**src/rtl/cep_define.sv**
```systemverilog
// Shared core definitions: PMP operation codes, PMP CSR addresses, pmpcfg layout
// and the PMP request scheduler's state and requester types.
package cep_define;

    typedef enum logic [1:0] {
        READ    = 2'b00,
        WRITE   = 2'b01,
        EXECUTE = 2'b10
    } oper_e;

    localparam logic [11:0] CSR_PMPCFG0  = 12'h3A0;
    localparam logic [11:0] CSR_PMPCFG1  = 12'h3A1;
    localparam logic [11:0] CSR_PMPCFG2  = 12'h3A2;
    localparam logic [11:0] CSR_PMPCFG3  = 12'h3A3;
    localparam logic [11:0] CSR_PMPADDR0 = 12'h3B0;

    typedef struct packed {
        logic       l;
        logic [1:0] reserved;
        logic [1:0] a;
        logic       x;
        logic       w;
        logic       r;
    } pmpcfg_t;

    typedef enum logic [1:0] {
        IDLE,
        CHECK,
        CSR_WR,
        CSR_SETTLE
    } pmp_sched_state_e;

    typedef enum logic {
        REQ_IF  = 1'b0,
        REQ_LSU = 1'b1
    } req_id_e;

    localparam logic [1:0] PMP_PERM_ALLOW = 2'b11;

endpackage

```
**src/rtl/pmp_req_sched_rr_arb2.sv**
```systemverilog
// Two-requester round-robin arbiter; on a tie the requester that did not win
// last is granted. block suppresses all grants.
module rr_arb2
    import cep_define::*;
(
    input  logic clock,
    input  logic reset,
    input  logic req_if,
    input  logic req_lsu,
    input  logic block,
    output logic gnt_if,
    output logic gnt_lsu
);

    req_id_e last_grant;

    always_comb begin
        gnt_if  = 1'b0;
        gnt_lsu = 1'b0;
        if (!block) begin
            if (req_if && req_lsu) begin
                gnt_if  = (last_grant == REQ_LSU);
                gnt_lsu = (last_grant == REQ_IF);
            end else begin
                gnt_if  = req_if;
                gnt_lsu = req_lsu;
            end
        end
    end

    // Reset to LSU so that IF wins the first tie.
    always_ff @(posedge clock) begin
        if (!reset) begin
            last_grant <= REQ_LSU;
        end else if (gnt_if) begin
            last_grant <= REQ_IF;
        end else if (gnt_lsu) begin
            last_grant <= REQ_LSU;
        end
    end

endmodule

```
**src/rtl/pmp_req_sched.sv**
```systemverilog
// Shares one PMP checker between instruction fetch, the LSU and PMP CSR writes.
// All checker inputs and requester responses are registered.
module pmp_req_sched
    import cep_define::*;
#(
    parameter int XLEN = 32
) (
    input  logic            clock,
    input  logic            reset,
    input  logic            if_valid,
    output logic            if_ready,
    input  logic [XLEN-1:0] if_addr,
    input  logic [1:0]      if_priv,
    output logic            if_rsp_valid,
    output logic            if_rsp_fault,
    input  logic            lsu_valid,
    output logic            lsu_ready,
    input  logic [XLEN-1:0] lsu_addr,
    input  logic [1:0]      lsu_oper,
    input  logic [1:0]      lsu_size,
    input  logic [1:0]      lsu_priv,
    output logic            lsu_rsp_valid,
    output logic            lsu_rsp_fault,
    input  logic            csr_req,
    input  logic [XLEN-1:0] csr_addr,
    input  logic [XLEN-1:0] csr_wdata,
    output logic            csr_ack,
    output logic [XLEN-1:0] pmp_addr,
    output logic [1:0]      pmp_oper,
    output logic [1:0]      pmp_size,
    output logic [1:0]      pmp_priv,
    output logic            pmp_wr_en,
    output logic [XLEN-1:0] pmp_rw_addr,
    output logic [XLEN-1:0] pmp_wdata,
    input  logic [1:0]      pmp_permission
);

    pmp_sched_state_e state;
    req_id_e          owner;
    logic             gnt_if;
    logic             gnt_lsu;

    // CSR writes pre-empt arbitration, and nothing is granted outside IDLE.
    rr_arb2 u_arb (
        .clock   (clock),
        .reset   (reset),
        .req_if  (if_valid),
        .req_lsu (lsu_valid),
        .block   (csr_req || (state != IDLE)),
        .gnt_if  (gnt_if),
        .gnt_lsu (gnt_lsu)
    );

    assign if_ready  = gnt_if;
    assign lsu_ready = gnt_lsu;

    always_ff @(posedge clock) begin
        if (!reset) begin
            state         <= IDLE;
            owner         <= REQ_IF;
            if_rsp_valid  <= 1'b0;
            if_rsp_fault  <= 1'b0;
            lsu_rsp_valid <= 1'b0;
            lsu_rsp_fault <= 1'b0;
            csr_ack       <= 1'b0;
            pmp_addr      <= '0;
            pmp_oper      <= READ;
            pmp_size      <= '0;
            pmp_priv      <= '0;
            pmp_wr_en     <= 1'b0;
            pmp_rw_addr   <= '0;
            pmp_wdata     <= '0;
        end else begin
            if_rsp_valid  <= 1'b0;
            lsu_rsp_valid <= 1'b0;
            csr_ack       <= 1'b0;
            pmp_wr_en     <= 1'b0;
            unique case (state)
                IDLE: begin
                    if (csr_req) begin
                        state       <= CSR_WR;
                        pmp_wr_en   <= 1'b1;
                        pmp_rw_addr <= csr_addr;
                        pmp_wdata   <= csr_wdata;
                    end else if (gnt_if) begin
                        state    <= CHECK;
                        owner    <= REQ_IF;
                        pmp_addr <= if_addr;
                        pmp_oper <= EXECUTE;
                        pmp_size <= 2'b10;
                        pmp_priv <= if_priv;
                    end else if (gnt_lsu) begin
                        state    <= CHECK;
                        owner    <= REQ_LSU;
                        pmp_addr <= lsu_addr;
                        pmp_oper <= lsu_oper;
                        pmp_size <= lsu_size;
                        pmp_priv <= lsu_priv;
                    end
                end
                CHECK: begin
                    state <= IDLE;
                    if (owner == REQ_IF) begin
                        if_rsp_valid <= 1'b1;
                        if_rsp_fault <= (pmp_permission != PMP_PERM_ALLOW);
                    end else begin
                        lsu_rsp_valid <= 1'b1;
                        lsu_rsp_fault <= (pmp_permission != PMP_PERM_ALLOW);
                    end
                end
                CSR_WR: begin
                    state <= CSR_SETTLE;
                end
                CSR_SETTLE: begin
                    state   <= IDLE;
                    csr_ack <= 1'b1;
                end
                default: begin
                    state <= IDLE;
                end
            endcase
        end
    end

endmodule

```
**config.mk**
```make
export PLATFORM = sky130hd
export DESIGN_NAME = pmp_req_sched
export DESIGN_NICKNAME = d
export VERILOG_FILES = /design/src/rtl/cep_define.sv /design/src/rtl/pmp_req_sched_rr_arb2.sv /design/src/rtl/pmp_req_sched.sv
export SDC_FILE = /design/constraint.sdc
export NUM_CORES = 1
export LEC_CHECK = 0
export ABC_AREA = 1
export CAP_MARGIN = 20
export CORE_MARGIN = 1.5
export CORE_UTILIZATION = 39
export DETAILED_ROUTE_END_ITERATION = 8
export PLACE_DENSITY = 0.88
export SYNTH_ARGS = -nofsm -noshare
export SYNTH_HDL_FRONTEND = slang
export SYNTH_SLANG_ARGS = --single-unit
```
**constraint.sdc**
```tcl
create_clock -name clock -period 1.7 [get_ports clock]
set_input_delay 0.425 -clock clock [delete_from_list [all_inputs] [get_ports clock]]
set_output_delay 0.425 -clock clock [all_outputs]
set_load 0.005 [all_outputs]
```
==> metrics.md <==
| Metric | Value |
|---|---|
| Switching Power | 1.88 mW |
| Hold_ws | 0.449 ns |
| Critical Path RT | 1.27 ns |
| Area delta synth->final | 66.8% |
| Synth cell types | 21 |
| Fin. Hold Viols | 0 |
| Clk root buf | clkbuf_16 |
| Crit path arrival time | 1.22 ns |
| Comb pwr share | 0.256 |
| CTS Sinks | 112 |
| RSZ-0062 raised after global routing | false |
| Iteration-0 DRC Markers | 348 |
| Final Critical Period | 1.65 ns |
| Drt via density | 4.80 |
| Power Density | 898 nW/µm² |
| Worst-path maximum fanout | 2 |
| Die Height | 112 µm |
| Reg-to-reg endpoint | pmp_addr[2] |
| Syn Std Cell Area | 4650 µm² |
| Hold-fix buffers, CTS | 0 |
| Syn Inst Count | 642 |
| Clk buf depth | 2 |
| Post-synth top area cell | dfxtp_1 |
| Avg Cell Area, Syn | 7.25 µm² |
| Die area | 12600 µm² |
| Fmax | 608 MHz |
| Critical-path top delay cell | clkdlybuf4s50_1 |
| Crit-path cells | clkdlybuf4s50_1 |
| CTS tree | yes |
| Cell area after layout | 7760 µm² |
| Antenna viol nets, final | 0 |
| Final Max Tran Viols | 0 |
| Clock group share of total power | 0.315 |
| RePlAce Congestion | 0.800 |
| CP startpoint | pmp_oper[0] |
| Worst r2r src | state[0] |
| Seq pwr share | 0.430 |
| Clock skew | 0.00704 ns |
| VDD IR-drop max | 0.512 mV |
| Hold crit path type | reg2reg |
| Die width | 112 µm |
| Switching Fraction | 0.270 |
| Crit path max-delay family | buffers and inverters |
| Worst Max-Slew Pin Slew | 0.477 ns |
| Drt first pass iters | 6 |
| Post-DP HPWL | 10.4 mm |
| Area contributors post-synth | dfxtp_1 (48%), nor2_1 (17%), nand2_1 (8.9%) |
| Share of layout cells above drive strength 1 | 0.0716 |
| Crit share post-route | 0.968 |
| Final wirelength | 14.5 mm |
| Area of the core | 11500 µm² |
| Global route overflow | 0 |
| # DRC | 20 |
| Final worst slack | 0.0546 ns |
| Area of the multi-input gates | 2160 µm² |
| Max H-tree Level | 3 |
| Worst Hold Depth | 2 |
| Std cell rows | 39 |
| Worst Reg-to-Reg Cells | 10 |
| Post-synthesis sequential area ratio | 0.482 |
| Fill cell count | 943 |
| Pre-CTS WS | -0.571 ns |
| Largest net degree at the start of global routing | 65 |
| CP startpoint kind | flop |
| Synthesized flop and latch total | 112 |
| # diodes | 0 |
| Yosys top cell area share | 0.482 |
| Violated checks | design-rule violations |
| Initial antenna violation count | 0 |
| Flop2flop setup slack | 0.21 ns |
| Initial Util | 0.404 |
| IO Pins | 253 |
| Register area | 2240 µm² |
| GRT Util Overall | 0.230 |
| Max_cap viols | 0 |
| Vias in the first global route | 4656 |
| TritonCTS Buffers | 9 |
| Yosys warnings | 0 |
| First-pass GRT wire length | 23.4 mm |
| Relative slew slack | 0.682 |
| Nets | 1032 |
| CP Class | reg2out |
| Int Power | 5.09 mW |
| Cell Area, Placed | 7420 µm² |
| WL/cell | 14.0 µm |
| Vias | 4977 |
| Outcome | complete, but fails checks |
| Clk_lat worst skew | 0.34 ns |
| Count of buffer and inverter cells on the critical path | 1 |
| Hold_sp | lsu_rsp_fault |
| Port Buffers | 252 |
| P_leak | 3.35 nW |
| Crit path capture type | output port |
| Endpoints failing setup | 0 |
| Syn_nets | 785 |
| Reg clk slew, reported paths | 0.08 ns |
| Hold Crit Endpoint | lsu_rsp_fault |
| Critical Path Max Stage Delay | 0.53 ns |
==> worst max path at each step <==
stage                   end  slack, ns  cells after the start
2_1_floorplan   pmp_addr[0]       0.40                      8
3_3_place_gp   pmp_addr[12]      -0.53                      8
3_5_place_dp    pmp_addr[2]      -0.57                      8
4_1_cts            if_ready       0.01                      5
5_1_grt         pmp_oper[0]       0.01                      1
6_report        pmp_oper[0]       0.05                      1
==> registers in the layout, indices dropped and copies added (netlist names) <==
name,count
csr_ack,1
if_rsp_fault,1
if_rsp_valid,1
lsu_rsp_fault,1
lsu_rsp_valid,1
owner,1
pmp_addr,32
pmp_oper,2
pmp_priv,2
pmp_rw_addr,32
pmp_size,2
pmp_wdata,32
pmp_wr_en,1
state,2
u_arb.last_grant,1
==> stage by stage <==
step | instances | utilization | total power, mW | setup TNS (ns)
detailed placement | 1019 | 0.644 | 4.82 | -27.29
global route | 1037 | 0.674 | 7.36 | 0
global placement | 1019 | 0.644 | 4.79 | -24.80
finish | 1037 | 0.674 | 6.97 | 0
floorplan | 642 | - | 3.76 | 0
CTS | 1037 | 0.673 | 7.02 | 0
==> placed cells by master (no fill, tap or decap), types with 3 or more instances in the layout <==
cell type and instances:
clkdlybuf4s50_1 245, nor2_1 203, dfxtp_1 112, nand2_1 109, o21ai_0 70, nand3_1 38, nand3b_1 35, buf_4 19
clkbuf_16 9, buf_12 9, nor2_4 6, a21oi_1 5, inv_1 4, inv_2 4, nand2_2 3, nor3_1 3
buf_2 3
==> synth_stat cells (all sizes together) <==
library cell	count
a211oi	1
a21oi	6
buf	33
clkbuf	12
dfxtp	112
inv	8
nand2	114
nand3	39
nand3b	35
nand4	1
nor2	208
nor3	3
o21ai	70
==> cells by family after synthesis <==
family	synth area share
AO/OA/AOI/OAI	0.0858
buffers and inverters	0.0613
flip-flops	0.482
AND/OR/NAND/NOR	0.371
==> layer usage <==
layer | routed length, µm | track usage | share of wire | up-vias
li1 | - | - | - | 2548
met1 | 6020 | 0.275 | 0.41 | 2208
met2 | 7080 | 0.407 | 0.49 | 209
met3 | 1270 | 0.0637 | 0.087 | 12
met4 | 150 | 0.0599 | 0.010 | 0
met5 | 0 | 0 | 0 | -
==> area by class of cell <==
class                      count  area share
tap                          143      0.0231
timing repair buffer         280       0.365
sequential                   112       0.289
inverter                       8     0.00387
multi-input combinational    478       0.279
clock inverter                 7      0.0111
clock buffer                   9      0.0290
==> power by group through the flow <==
stage	clock network, mW	registers, mW	logic, mW
after floorplan	0	3.07	0.683
after global placement	0	3.04	1.75
after detailed placement	0	3.05	1.77
after CTS	2.24	2.99	1.79
after global routing	2.38	3.02	1.95
final	2.19	2.99	1.78
==> what timing repair did <==
action	CTS	global route
pin swaps	2	0
setup buffers	1	0
gates resized for setup	15	3
endpoints found under the setup margin	36	3
gates cloned	1	0
No activity file was read; power rests on OpenSTA's default activity.
